[config.mk]
export PLATFORM = sky130hd
export DESIGN_NAME = dmem_port_arbiter
export DESIGN_NICKNAME = d
export VERILOG_FILES = /design/src/rtl/dmem_arb_pkg.sv /design/src/rtl/dmem_port_arbiter_rr_arbiter.sv /design/src/rtl/dmem_port_arbiter.sv
export SDC_FILE = /design/constraint.sdc
export NUM_CORES = 1
export LEC_CHECK = 0
export CORE_UTILIZATION = 35
export CTS_BUF_LIST = sky130_fd_sc_hd__clkbuf_4 sky130_fd_sc_hd__clkbuf_8
export CTS_CLUSTER_SIZE = 28
export DETAILED_ROUTE_END_ITERATION = 7
export GPL_TIMING_DRIVEN = 0
export PLACE_DENSITY = 0.72
export SETUP_SLACK_MARGIN = 0.4
export SYNTH_ARGS = -nofsm -noshare
export SYNTH_HDL_FRONTEND = slang
export SYNTH_SLANG_ARGS = --single-unit
[constraint.sdc]
create_clock -name clk -period 1.85 [get_ports clk]
set_input_delay 0.185 -clock clk [delete_from_list [all_inputs] [get_ports clk]]
set_output_delay 0.185 -clock clk [all_outputs]
set_load 0.05 [all_outputs]
[src/rtl/dmem_arb_pkg.sv]
// Shared types for the data-memory port arbiter: FSM states, the latched
// operation record and the default port geometry.
package dmem_arb_pkg;

  localparam int DEF_NUM_CORES = 2;
  localparam int DEF_ADDR_W    = 10;
  localparam int DEF_DATA_W    = 32;
  localparam int DEF_ID_W      = $clog2(DEF_NUM_CORES);

  typedef enum logic [1:0] {
    IDLE,
    ACCESS,
    WAIT,
    DONE
  } arb_state_t;

  // Operation record at the default geometry; the top keeps a
  // parameter-sized record with the same field order.
  typedef struct packed {
    logic [DEF_ID_W-1:0]   id;
    logic                  we;
    logic [DEF_ADDR_W-1:0] addr;
    logic [DEF_DATA_W-1:0] wdata;
  } arb_op_t;

endpackage

[src/rtl/dmem_port_arbiter_rr_arbiter.sv]
// Round-robin pointer plus combinational one-hot winner search starting at
// the pointer; the pointer moves past the last owner on i_update.
module rr_arbiter
  import dmem_arb_pkg::*;
#(
  parameter  int NUM_CORES = DEF_NUM_CORES,
  localparam int ID_W      = $clog2(NUM_CORES)
) (
  input  logic                 clk,
  input  logic                 reset,
  input  logic [NUM_CORES-1:0] i_req,
  input  logic                 i_update,
  input  logic [ID_W-1:0]      i_last_id,
  output logic [NUM_CORES-1:0] o_gnt,
  output logic [ID_W-1:0]      o_gnt_id,
  output logic                 o_any
);

  logic [ID_W-1:0] r_ptr;
  logic [ID_W:0]   w_idx;

  always_ff @(posedge clk) begin
    if (reset) begin
      r_ptr <= '0;
    end else if (i_update) begin
      r_ptr <= (i_last_id == ID_W'(NUM_CORES - 1)) ? '0 : i_last_id + 1'b1;
    end
  end

  // One spare bit in w_idx so ptr+i can exceed NUM_CORES-1 before wrapping.
  always_comb begin
    o_gnt    = '0;
    o_gnt_id = '0;
    o_any    = 1'b0;
    w_idx    = '0;
    for (int i = 0; i < NUM_CORES; i++) begin
      w_idx = {1'b0, r_ptr} + (ID_W+1)'(i);
      if (w_idx >= (ID_W+1)'(NUM_CORES)) begin
        w_idx = w_idx - (ID_W+1)'(NUM_CORES);
      end
      if (!o_any && i_req[w_idx[ID_W-1:0]]) begin
        o_gnt[w_idx[ID_W-1:0]] = 1'b1;
        o_gnt_id               = w_idx[ID_W-1:0];
        o_any                  = 1'b1;
      end
    end
  end

endmodule

[src/rtl/dmem_port_arbiter.sv]
// Shares one data-memory port among NUM_CORES L1 controllers, round-robin.
// Optional per-core grant/wait counters when DMEM_ARB_STATS_EN is defined.
module dmem_port_arbiter
  import dmem_arb_pkg::*;
#(
  parameter int NUM_CORES = DEF_NUM_CORES,
  parameter int ADDR_W    = DEF_ADDR_W,
  parameter int DATA_W    = DEF_DATA_W,
  parameter int RD_LAT    = 1
) (
  input  logic                          clk,
  input  logic                          reset,
  input  logic [NUM_CORES-1:0]          req,
  input  logic [NUM_CORES-1:0]          req_we,
  input  logic [NUM_CORES*ADDR_W-1:0]   req_addr,
  input  logic [NUM_CORES*DATA_W-1:0]   req_wdata,
  output logic [NUM_CORES-1:0]          gnt,
  output logic [NUM_CORES-1:0]          done,
  output logic [DATA_W-1:0]             rdata,
  output logic                          dmem_rd_en,
  output logic                          dmem_wr_en,
  output logic [ADDR_W-1:0]             dmem_address,
  output logic [DATA_W-1:0]             data_to_dmem,
  input  logic [DATA_W-1:0]             data_from_dmem
`ifdef DMEM_ARB_STATS_EN
  ,
  output logic [NUM_CORES*32-1:0]       grant_cnt,
  output logic [NUM_CORES*32-1:0]       wait_cnt
`endif
);

  localparam int ID_W  = $clog2(NUM_CORES);
  localparam int CNT_W = (RD_LAT > 1) ? $clog2(RD_LAT) : 1;

  typedef struct packed {
    logic [ID_W-1:0]   id;
    logic              we;
    logic [ADDR_W-1:0] addr;
    logic [DATA_W-1:0] wdata;
  } op_t;

  arb_state_t           r_state;
  arb_state_t           w_next;
  op_t                  r_op;
  op_t                  w_op_in;
  logic [CNT_W-1:0]     r_cnt;
  logic [DATA_W-1:0]    r_rdata;
  logic [NUM_CORES-1:0] w_win;
  logic [ID_W-1:0]      w_win_id;
  logic                 w_any;
  logic                 w_update;

  rr_arbiter #(.NUM_CORES(NUM_CORES)) u_rr (
    .clk       (clk),
    .reset     (reset),
    .i_req     (req),
    .i_update  (w_update),
    .i_last_id (r_op.id),
    .o_gnt     (w_win),
    .o_gnt_id  (w_win_id),
    .o_any     (w_any)
  );

  always_comb begin
    w_op_in.id    = w_win_id;
    w_op_in.we    = req_we[w_win_id];
    w_op_in.addr  = req_addr[w_win_id*ADDR_W +: ADDR_W];
    w_op_in.wdata = req_wdata[w_win_id*DATA_W +: DATA_W];
  end

  // Operand registers are cleared too, so the port idles at zero after reset.
  always_ff @(posedge clk) begin
    if (reset) begin
      r_state <= IDLE;
      r_op    <= '0;
      r_cnt   <= '0;
      r_rdata <= '0;
    end else begin
      r_state <= w_next;
      case (r_state)
        IDLE:   if (w_any) r_op <= w_op_in;
        ACCESS: r_cnt <= CNT_W'(RD_LAT - 1);
        WAIT: begin
          if (r_cnt == '0) r_rdata <= data_from_dmem;
          else             r_cnt   <= r_cnt - 1'b1;
        end
        default: ;
      endcase
    end
  end

  always_comb begin
    w_next     = r_state;
    gnt        = '0;
    done       = '0;
    dmem_rd_en = 1'b0;
    dmem_wr_en = 1'b0;
    w_update   = 1'b0;
    case (r_state)
      IDLE: begin
        if (w_any) begin
          gnt    = w_win;
          w_next = ACCESS;
        end
      end
      ACCESS: begin
        dmem_wr_en = r_op.we;
        dmem_rd_en = !r_op.we;
        w_next     = r_op.we ? DONE : WAIT;
      end
      WAIT: begin
        if (r_cnt == '0) w_next = DONE;
      end
      DONE: begin
        done[r_op.id] = 1'b1;
        w_update      = 1'b1;
        w_next        = IDLE;
      end
      default: w_next = IDLE;
    endcase
  end

  assign dmem_address = r_op.addr;
  assign data_to_dmem = r_op.wdata;
  assign rdata        = r_rdata;

`ifdef DMEM_ARB_STATS_EN
  // A core that owns the port is not counted as waiting even with req high.
  for (genvar g = 0; g < NUM_CORES; g++) begin : g_stats
    logic [31:0] r_gcnt;
    logic [31:0] r_wcnt;
    logic        w_owned;
    assign w_owned = (r_state != IDLE) && (r_op.id == ID_W'(g));
    always_ff @(posedge clk) begin
      if (reset) begin
        r_gcnt <= '0;
        r_wcnt <= '0;
      end else begin
        if (gnt[g] && (r_gcnt != '1)) r_gcnt <= r_gcnt + 1'b1;
        if (req[g] && !gnt[g] && !w_owned && (r_wcnt != '1)) r_wcnt <= r_wcnt + 1'b1;
      end
    end
    assign grant_cnt[g*32 +: 32] = r_gcnt;
    assign wait_cnt[g*32 +: 32]  = r_wcnt;
  end
`endif

endmodule

# Yosys cells after proc, flatten, opt, wreduce, memory -nomap -nowiden
# Cells that the tools add are included.
totals:
  regBits: 80
  input_bits: 122
  output_inout_bits: 80
  wordCells: 76
classes:
  add_sub_neg: 5
  mul: 1
  magnitude_cmp: 9
  n_eq_ne: 5
  shift: 2
  n_mux: 33
  bitwise: 2
  reduce_logical: 11
ops:
  columns: ["op", "count"]
  rows:
  - ["$shiftx A64 B7 Y32", 1]
  - ["$mux W1", 21]
  - ["$shiftx A20 B6 Y10", 1]
  - ["$mux W2", 7]
  - ["$lt A1 B2 Y1 const B", 4]
  - ["$pmux W2 S4", 1]
  - ["$reduce_and A2 Y1", 3]
  - ["$eq A2 B2 Y1 const B", 2]
  - ["$logic_and A1 B1 Y1", 4]
  - ["$mul A1 B3 Y4 const B", 1]
  - ["$demux W1 S1", 3]
  - ["$ge A1 B1 Y1 const B", 3]
  - ["$sub A1 B1 Y1 const B", 3]
  - ["$add A1 B1 Y2 const B", 1]
  - ["$eq A2 B1 Y1 const B", 1]
  - ["$ge A1 B2 Y1 const B", 1]
  - ["$ge A2 B2 Y1 const B", 1]
  - ["$logic_not A1 Y1", 2]
  - ["$logic_not A2 Y1", 1]
  - ["$ne A2 B1 Y1 const B", 1]
  - ["$ne A2 B2 Y1 const B", 1]
  - ["$or A2 B2 Y2", 1]
  - ["$pmux W1 S2", 1]
  - ["$reduce_bool A2 Y1", 1]
  - ["other kinds (2)", 2]

# Longest topological paths before layout
# Gate-level depths: netlist of the first run.
logic_depth:
  depth_word: 11
  depth_mapped: 6
  depth_no_buf: 5

# Hierarchy
# A second synthesis of the first run with hierarchy kept.
hier_totals:
  cells_unflattened: 371
  area_unflattened_um2: 3812.4
modules_own_cells:
  columns: ["mod", "n_inst", "cells_per_inst", "area_per_inst_um2"]
  rows:
  - ["dmem_port_arbiter", 1, 363, 3743.6]
  - ["rr_arbiter", 1, 8, 68.8]

# Worst setup path before layout of the first run
# Ideal clock, no wire load.
synth_timing:
  path_kind: "reg2out"
  from: "register r_state[0]"
  to: "output gnt[0]"
  arrival_time_ns: 1.491
  required_ns: 1.665
  path_slack_ns: 0.174
  stages_incl_launch_ff: 5
  n_path_buf: 0
  path_cell_list: "dfxtp_1 > inv_1 > ha_1 > nand2_1 > a21oi_1"
synth_between:
  elab_chain_cells: 2
synth_lines:
  columns: ["element", "line_no", "text"]
  rows:
  - ["from (decl)", "dmem_port_arbiter.sv:42", "arb_state_t r_state;"]
  - ["from (signal assigned)", "dmem_port_arbiter.sv:79", "r_state <= w_next;"]
  - ["$logic_not A2 Y1", "dmem_port_arbiter.sv:99", "case (r_state)"]
  - ["$mux W2", "dmem_port_arbiter.sv:99", null]
  - ["to (decl)", "dmem_port_arbiter.sv:17", "output logic [NUM_CORES-1:0] gnt,"]
# No other way between the ends.

# Worst setup path after layout of the first run
layout_timing:
  from: "register u_rr.r_ptr"
  to: "output gnt[1]"
layout_between:
  elab_chain_cells: 11
layout_lines:
  columns: ["element", "line_no", "text"]
  rows:
  - ["from (decl)", "dmem_port_arbiter_rr_arbiter.sv:19", "logic [ID_W-1:0] r_ptr;"]
  - ["from (signal assigned)", "dmem_port_arbiter_rr_arbiter.sv:26", "r_ptr <= (i_last_id == ID_W'(NUM_CORES - 1)) ? '0 : i_last_id + 1'b1;"]
  - ["$add A1 B1 Y2 (tied with other cells)", "dmem_port_arbiter_rr_arbiter.sv:37", "w_idx = {1'b0, r_ptr} + (ID_W+1)'(i);"]
  - ["$ge A2 B2 Y1 (tied with other cells)", "dmem_port_arbiter_rr_arbiter.sv:38", "if (w_idx >= (ID_W+1)'(NUM_CORES)) begin"]
  - ["$mux W1 (tied with other cells)", "dmem_port_arbiter_rr_arbiter.sv:38", null]
  - ["$lt A1 B2 Y1 (implied by the code) (tied with other cells)", "dmem_port_arbiter_rr_arbiter.sv:42", "o_gnt[w_idx[ID_W-1:0]] = 1'b1;"]
  - ["$logic_and A1 B1 Y1 (implied by the code) / $mux W1 (equally long branches)", "dmem_port_arbiter_rr_arbiter.sv:42", null]
  - ["$mux W1 (implied by the code) / $demux W1 S1 (equally long branches)", null, null]
  - ["$demux W1 S1 / $mux W2 (equally long branches)", null, null]
  - ["$or A2 B2 Y2 (no line)", null, null]
  - ["$mux W2", "dmem_port_arbiter_rr_arbiter.sv:41", "if (!o_any && i_req[w_idx[ID_W-1:0]]) begin"]
  - ["$mux W2 (*)", "dmem_port_arbiter.sv:101", "if (w_any) begin"]
  - ["$mux W2 (*)", "dmem_port_arbiter.sv:99", null]
# Every way passes the cells marked *; elsewhere a longest branch is shown, timed or not. The select of a mux whose other input is x is not followed.

==> results.cfg, run 1 <==
[run_status]
outcome = finished clean

[detailed_routing]
wl_met3_um = 821
first_iter_violations = 135
num_vias = 3887
drc = 0
ant_nets = 0
viasPerCell = 4.902
firstDrtPassIters = 4
met1Wirelength_um = 5158
drt_wl_total_um = 12360
route.met2.wl_um = 6182
maxUsedRoutingLayer = met4
avgRoutedWirePerCell_um = 15.59

[placement]
placedCellCount = 766
gp_congestion = 0.8140
dp_slack_ns = -0.5582
portBuffers = 200
dp_hpwl_um = 9386

[setup_path]
endpoint_kind = primary output
reg2regPathDepth = 6
critPathLaunchType = flip-flop
crit_type = flip-flop to primary output
r2r_end = data_to_dmem[22]$_SDFFE_PP0P_
r2r_slack_ns = 0.40
crit_arrival_ns = 1.37
cp_max_fo = 4
r2r_start = r_state[1]$_SDFFE_PP0P_
cp_data_required_time_ns = 1.66

[power_and_ir_drop]
max-vdd-ir-drop_mv = 0.7396
power.internal_w = 0.005518
power.density_nw_per_um2 = 1531
seq_power_share = 0.251
p_comb_frac = 0.618
leakage_nw = 2.566
p_sw_frac = 0.4607
clkPwrFrac = 0.131
p_switching_w = 0.004713

[finish]
area_growth_pct = 67.12
drive_above_1_share = 0.3170
final_net_count = 775
instances_no_fill = 793
final_core_util = 0.6085
antenna_cells = 0

[timing]
finalHoldViolCount = 0
fin_crit_sh = 0.8432
drv_slew = 0
fin_crit_ns = 1.560
slew_headroom = 0.4816
fin_skew_ns = 0.01315
fmax_mhz = 641.1
setup_violations = 0
fin_ws_ns = 0.2901
tightest_slew_ns = 0.7775
rsz0062_at_grt = true

[synth]
synth.avg_cell_area_um2 = 9.387
synth.distinct_cells = 27
ys_warn_count = 0
synthMostInstantiatedCell = dfxtp_1
yosys_register_bits = 79
synthTopCellsByCount = 79 x dfxtp_1, 78 x nor2_1, 55 x buf_4, 43 x nand3_1, 40 x a311oi_2
yosys-top-cells-area = dfxtp_1 40%, a311oi_2 15%, buf_4 10%
synthFlopType = dfxtp_1
synthesis.nets = 553
synth-edff-count = 0
synth_area_um2 = 3999
synthDominantCellAreaShare = 0.3955
synthCells = 426
yosys.area.top_type = dfxtp_1
async_reset_ff_frac = 0
yosysSeqAreaShare = 0.3955

[clock_network]
cts_buffer_depth = 2
path_clk_slew_ns = 0.09
cts_num_sinks = 79
cts_made_buffers = 9
htreeDepth = 3
root_buffer = clkbuf_8
cts_tree = done
clk_latency_ns = 0.36

[grt]
grt_pass1_vias = 3991
grt_max_degree = 16
grt_use_total = 0.2075
antenna_found_initial = 0
grt_overflow = 0
grt_pass1_wl_um = 19080

[die]
dieHeight_um = 108.9
initial_core_util = 0.3641
core_area_um2 = 10980
die_width_um = 108.9
die-area_um2 = 11860
rows = 38
io_pins = 202

[min_path]
holdPathStages = 4
hold_end = r_op[43]$_SDFFE_PP0P_
hold_start = req[0]
worstHoldPathType = input port to flip-flop

[flow_run]
maxCapViolations = 0
final cells by class:
cell class                 count  area [µm²]
clock inverter                 7       80.08
timing repair buffer         211        2146
sequential                    79        1590
tap                          140       175.2
clock buffer                   9       123.9
fill                         928        4300
inverter                       3       16.27
multi-input combinational    262        1933
buffer                        82       618.1
power groups by stage:
| stage | sequential, W | combinational, W | clock (W) |
|---|---|---|---|
| 2_1_floorplan | 0.00298 | 0.00391 | 0 |
| 3_3_place_gp | 0.00254 | 0.00599 | 0 |
| 3_5_place_dp | 0.00257 | 0.00607 | 0 |
| 4_1_cts | 0.00256 | 0.00613 | 0.00137 |
| 5_1_grt | 0.00264 | 0.00671 | 0.00146 |
| 6_report | 0.00256 | 0.00632 | 0.00134 |
through the flow:
step	instance area [µm²]	TNS [ns]	power [W]	hold WS (ns)
2_1_floorplan	4005	0	0.006896	0.3322
3_3_place_gp	6182	-0.9509	0.008534	0.4741
3_5_place_dp	6182	-0.9847	0.008637	0.4846
4_1_cts	6520	0	0.01007	0.4156
5_1_grt	6683	0	0.01082	0.4373
6_report	6683	0	0.01023	0.3858
kinds of logic (layout without fill, tap and decap cells):
family / after synthesis / after routing / synth area share
adder cells (fa/ha/maj): 5 / 5 / 0.01564
AND/OR/NAND/NOR: 132 / 132 / 0.1442
buffers and inverters: 85 / 312 / 0.1396
AO/OA/AOI/OAI: 92 / 92 / 0.2225
flip-flops: 79 / 79 / 0.3955
multiplexers: 33 / 33 / 0.08260
per-layer routing:
| layer | up-vias | global-route usage |
|---|---|---|
| met2 | 152 | 0.3706 |
| met1 | 1803 | 0.2463 |
| met4 | 0 | 0.05405 |
| met5 | - | 0 |
| li1 | 1917 | - |
| met3 | 15 | 0.04961 |
repair_timing:
item,CTS,global route
pin swaps,1,2
setup endpoints to repair,155,101
hold buffers,0,0
buffers inserted,3,8
resized for setup,232,48
registers in the layout, indices dropped and copies added, names as in the netlist:
register,count
rdata,32
u_rr.r_ptr,1
r_state,2
data_to_dmem,32
r_op,2
dmem_address,10
cells in the final DEF, fill, tap and decap left out, drive strengths merged:
cell type,count
a21oi,1
a221oi,1
a311oi,43
a32oi,1
and2,2
and2b,1
and3,1
buf,88
bufinv,1
clkbuf,22
clkdlybuf4s15,65
clkdlybuf4s50,118
clkinv,2
clkinvlp,1
dfxtp,79
dlygate4sd2,8
dlymetal6s2s,1
ha,5
inv,6
mux2i,33
nand2,1
nand2b,1
nand3,43
nor2,78
nor2b,2
nor3,2
o21a,1
o21ai,45
or3b,1
how the worst max path moves through the flow:
stage / startpoint / end / slack [ns] / depth (start not counted)
2_1_floorplan: r_state[1]$_SDFFE_PP0P_ / r_state[0]$_SDFFE_PP0P_ / 0.41 / 5
3_3_place_gp: req[1] / gnt[1] / -0.54 / 5
3_5_place_dp: req[1] / gnt[1] / -0.56 / 5
4_1_cts: u_rr.r_ptr$_SDFFE_PP0N_ / gnt[1] / 0.16 / 5
5_1_grt: u_rr.r_ptr$_SDFFE_PP0N_ / gnt[1] / 0.26 / 5
6_report: u_rr.r_ptr$_SDFFE_PP0N_ / gnt[1] / 0.29 / 5
worst max-delay path, cell delays in order, from the launching register on:
cell,delay (ns)
dfxtp_2,0.33
nand2b_4,0.13
buf_6,0.12
buf_8,0.11
and3_4,0.17
buf_8,0.14
Power figures use the tool's default switching activity.
==> run 2: changes to the inputs <==
--- a/config.mk
+++ b/config.mk
@@ -10,7 +10,7 @@
 export CTS_CLUSTER_SIZE = 28
 export DETAILED_ROUTE_END_ITERATION = 7
 export GPL_TIMING_DRIVEN = 0
-export PLACE_DENSITY = 0.72
+export PLACE_DENSITY = 0.74
 export SETUP_SLACK_MARGIN = 0.4
 export SYNTH_ARGS = -nofsm -noshare
 export SYNTH_HDL_FRONTEND = slang
==> constraint.sdc (replaced) <==
create_clock -name clk -period 1.4 [get_ports clk]
set_input_delay 0.14 -clock clk [delete_from_list [all_inputs] [get_ports clk]]
set_output_delay 0.14 -clock clk [all_outputs]
set_load 0.05 [all_outputs]
==> run 2 against run 1 <==
The run now ends with setup timing left; die area did not move; core utilization rose by 7.8 points; clock skew fell by 0.0020 ns; global-route usage rose by 0.76 points; clock-buffer cell count did not move; register-to-register slack got worse by 0.46 ns; critical path depth did not move; clock power rose by 28%; power rose by 55%; final cell count rose by 1.5%; sequential share of layout area fell by 1.5 points; via count rose by 3.4%; critical path type unchanged; largest cell class unchanged; highest routed layer unchanged.
==> results.cfg, run 2 (synthesized netlist as in run 1, its figures left out) <==
[run_status]
outcome = finished, violations left
violations = setup timing

[die]
die_width_um = 108.9
io_pins = 202
rows = 38
initial_core_util = 0.3641
die-area_um2 = 11860
dieHeight_um = 108.9
core_area_um2 = 10980

[grt]
grt_overflow = 0
grtUsageMet1 = 0.2344
grt_use_total = 0.2151
met3_usage = 0.07053
grtUsageMet2 = 0.3863
grt_pass1_vias = 4023
grt_max_degree = 18
top_usage_layer = met2
antenna_found_initial = 1
grt_pass1_wl_um = 19590

[setup_path]
reg2regPathDepth = 6
slowest_delay_ns = 0.34
cp_slowest_cell = dfxtp_2
r2r_slack_ns = -0.06
crit_arrival_ns = 1.36
cp_data_required_time_ns = 1.26
r2r_start = r_state[1]$_SDFFE_PP0P_
critPathLaunchType = flip-flop
endpoint_kind = primary output
r2r_end = data_to_dmem[29]$_SDFFE_PP0P_
crit_type = flip-flop to primary output
cp_max_fo = 2
crit_top_cell = buf_6
worstPathCellList = nand2b_4, buf_6, buf_6, and3_4, buf_8

[timing]
fin_skew_ns = 0.01114
slew_headroom = 0.5077
tns_ns = -1.530
setup_violations = 45
fin_hold_ws_ns = 0.3611
fin_ws_ns = -0.1022
finalHoldViolCount = 0
tightest_slew_ns = 0.7385
fmax_mhz = 665.7
drv_slew = 0
fin_crit_sh = 1.073
fin_crit_ns = 1.502
rsz0062_at_grt = true

[placement]
portBuffers = 200
gp_congestion = 0.7852
dp_slack_ns = -0.9078
dp_hpwl_um = 9635

[power_and_ir_drop]
p_switching_w = 0.006856
max-vdd-ir-drop_mv = 1.153
leakage_nw = 2.932
power.density_nw_per_um2 = 2104
power.internal_w = 0.009005
clkPwrFrac = 0.108
p_comb_frac = 0.660
p_sw_frac = 0.4322
seq_power_share = 0.233

[finish]
mostFrequentLayoutCell = clkdlybuf4s50_1
final_net_count = 786
final_cell_mix = 118 x clkdlybuf4s50_1, 81 x buf_8, 77 x nor2_1, 75 x dfxtp_2, 59 x buf_6
drive_above_1_share = 0.4955
area_growth_pct = 88.55

[clock_network]
holdBufCountCts = 0
cts_made_buffers = 9
htreeDepth = 3
cts_tree = done
root_buffer = clkbuf_8
path_clk_slew_ns = 0.10
cts_num_sinks = 79
cts_buffer_depth = 2
clk_latency_ns = 0.37

[detailed_routing]
first_iter_violations = 155
num_vias = 4018
firstDrtPassIters = 4
drt_wl_total_um = 13400
avgRoutedWirePerCell_um = 16.65
viasPerCell = 4.991
ant_nets = 0
drc = 0

[flow_run]
maxCapViolations = 0

[min_path]
worstHoldPathType = input port to flip-flop
hold_end = data_to_dmem[1]$_SDFFE_PP0P_
hold_start = req_wdata[1]
holdPathStages = 3
==> run 2: cell types whose count changed in the layout (fill, tap and decap cells not counted), sizes merged <==
cell | previous run | this run
dlygate4sd2 | 8 | 2
clkdlybuf4s15 | 65 | 0
bufinv | 1 | 0
buf | 88 | 170
dlymetal6s2s | 1 | 0
diode | 0 | 1
clkbuf | 22 | 23
inv | 6 | 7
clkinvlp | 1 | 0
clkinv | 2 | 3
==> run 2: power by group through the flow <==
stage / combinational [W] / sequential (W) / clock, W
after floorplan: 0.00547 / 0.00396 / 0
after global placement: 0.00824 / 0.00339 / 0
after detailed placement: 0.00836 / 0.00343 / 0
after CTS: 0.00980 / 0.00369 / 0.00174
after global routing: 0.0110 / 0.00377 / 0.00184
final: 0.0105 / 0.00369 / 0.00171
==> run 2: final cells by class <==
type / instances / area [µm²]
Tap cell: 140 / 175.2
Buffer: 82 / 844.6
Inverter: 3 / 18.77
Antenna cell: 1 / 2.502
Sequential cell: 79 / 1683
Fill cell: 824 / 3443
Clock inverter: 7 / 73.82
Multi-Input combinational cell: 262 / 1979
Timing Repair Buffer: 222 / 2639
Clock buffer: 9 / 123.9
==> run 2: how the worst max path moves through the flow <==
stage,from,end,slack (ns),depth (start not counted)
2_1_floorplan,r_state[1]$_SDFFE_PP0P_,r_state[0]$_SDFFE_PP0P_,0.16,4
3_3_place_gp,req[1],gnt[1],-0.89,5
3_5_place_dp,req[1],gnt[1],-0.91,5
4_1_cts,r_state[1]$_SDFFE_PP0P_,gnt[0],-0.12,5
5_1_grt,r_state[1]$_SDFFE_PP0P_,gnt[0],-0.16,5
6_report,u_rr.r_ptr$_SDFFE_PP0N_,gnt[1],-0.10,5
==> run 2: critical path: cells and delay by family, from the launching register on <==
kind	cells	cell delay, ns
buffers and inverters	3	0.36
DFF	1	0.34
and+or+nand+nor	2	0.30
==> run 2: layer usage <==
metal	vias to the layer above	share of wire
li1	1943	-
met1	1897	0.39
met2	163	0.52
met3	15	0.082
met4	0	0.013
met5	-	0
==> run 2: through the flow <==
step	instances	util	cell area [µm²]	power, W
final	805	0.6865	7540	0.01586
after global routing	805	0.6865	7540	0.01660
after CTS	791	0.6610	7259	0.01523
after detailed placement	766	0.5722	6285	0.01179
after global placement	766	0.5722	6285	0.01162
after floorplan	426	-	4108	0.009431
==> run 2: what timing repair did <==
item,4_1_cts,5_1_grt
gates cloned,0,3
setup endpoints to repair,158,159
buffers inserted,9,10
pin swaps,2,5
gates resized for setup,773,30
==> run 3: changes to the inputs <==
--- a/config.mk
+++ b/config.mk
@@ -12,6 +12,7 @@
 export GPL_TIMING_DRIVEN = 0
 export PLACE_DENSITY = 0.74
 export SETUP_SLACK_MARGIN = 0.4
+export SLEW_MARGIN = 20
 export SYNTH_ARGS = -nofsm -noshare
 export SYNTH_HDL_FRONTEND = slang
 export SYNTH_SLANG_ARGS = --single-unit
==> results of run 3 <==
No change in the layout: final DEF, timing and power equal those of run 2.
==> edit (flow settings as in run 2) <==
Re-encode `arb_state_t` (4 states) as one-hot, 4 bits wide.
--- a/src/rtl/dmem_arb_pkg.sv
+++ b/src/rtl/dmem_arb_pkg.sv
@@ -7,11 +7,11 @@
   localparam int DEF_DATA_W    = 32;
   localparam int DEF_ID_W      = $clog2(DEF_NUM_CORES);
 
-  typedef enum logic [1:0] {
-    IDLE,
-    ACCESS,
-    WAIT,
-    DONE
+  typedef enum logic [3:0] {
+    IDLE   = 4'b0001,
+    ACCESS = 4'b0010,
+    WAIT   = 4'b0100,
+    DONE   = 4'b1000
   } arb_state_t;
 
   // Operation record at the default geometry; the top keeps a
Formal check against the unedited RTL: same outputs for any inputs over 10 cycles, from zero or initial values and one cycle with reset high; not proved beyond that.
==> edit against run 2 <==
  * The flow still finishes with violations (negative setup slack)
  * First-iteration DRC count up 35%
  * Count of clock-buffer cells in the layout up 2
  * Sequential cell count up 2
  * Global-route usage increased by 2.0 points
  * Wire length grew 15%
  * Setup slack worse by 320 ps
  * Final area is 8.8% higher
  * Synthesized cell count fell by 3.3%
  * Area after synthesis decreased by 2.8%
  * Critical endpoint is now dmem_address[0]$_SDFFE_PP0P_
  * Largest cell class unchanged
Power is not compared: it rests on default switching activity, and its combinational part moved more than twofold at a synthesized area within 25%.
==> edit: results (changes against run 2) <==
Slew HR = 51.85% (+1.1 points)
syn avg cell area = 9.433 µm² (+0.49%)
final worst slack = -421.9 ps (-319.7 ps)
routed wire length = 15350 µm (+15%)
failing checks = negative setup slack
Seq/Total Area, Yosys = 41.73% (+2.2 points)
I/O Buffers = 201 (+0.50%)
Placed Cells = 753 (-1.7%)
bufs w/o clock = 338 (+11%)
Yosys cell types = 28 (+3.7%)
n_diodes = 0 (-1)
Final setup viols = 86 (+91%)
synthesized-area fraction occupied by adder cells = 0% (-1.6 points)
Non-clock buffers, area share = 45.60% (-0.60 points)
first-pass GRT wire length = 20840 µm (+6.4%)
reg-to-reg critical path endpoint = dmem_address[0]$_SDFFE_PP0P_
run status = finished, violations left
met2 usage = 44.84% (+6.2 points)
Layout clock area frac = 2.670% (+0.048 points)
Via density = 5.134 (+2.9%)
Synth top cells by count = dfxtp_1, nand2_1, nand2b_1, o32ai_1, buf_4
flop and latch count out of synthesis = 81 (+2.5%)
Post-Place Worst Slack = -1139 ps (-230.9 ps)
nets = 803 (+2.2%)
largest net degree at the start of global routing = 14 (-4)
edit: power groups by stage:
stage / Combinational [mW] / Sequential, mW / Clock (mW)
finish: 4.06 / 2.79 / 1.94
global route: 4.23 / 2.82 / 2.08
CTS: 3.93 / 2.84 / 1.95
detailed placement: 3.11 / 2.79 / 0
global placement: 3.08 / 2.78 / 0
floorplan: 2.06 / 2.77 / 0
edit: worst max path at each step:
| stage | slack, ps | to | from |
|---|---|---|---|
| after floorplan | -330 | data_to_dmem[10]$_SDFFE_PP0P_ | r_state[2]$_SDFFE_PP0P_ |
| after global placement | -1140 | gnt[0] | req[0] |
| after detailed placement | -1140 | gnt[0] | req[0] |
| after CTS | -420 | data_to_dmem[31]$_SDFFE_PP0P_ | r_state[1]$_SDFFE_PP0P_ |
| after global routing | -460 | dmem_address[0]$_SDFFE_PP0P_ | r_state[3]$_SDFFE_PP0P_ |
| final | -420 | dmem_address[0]$_SDFFE_PP0P_ | r_state[3]$_SDFFE_PP0P_ |
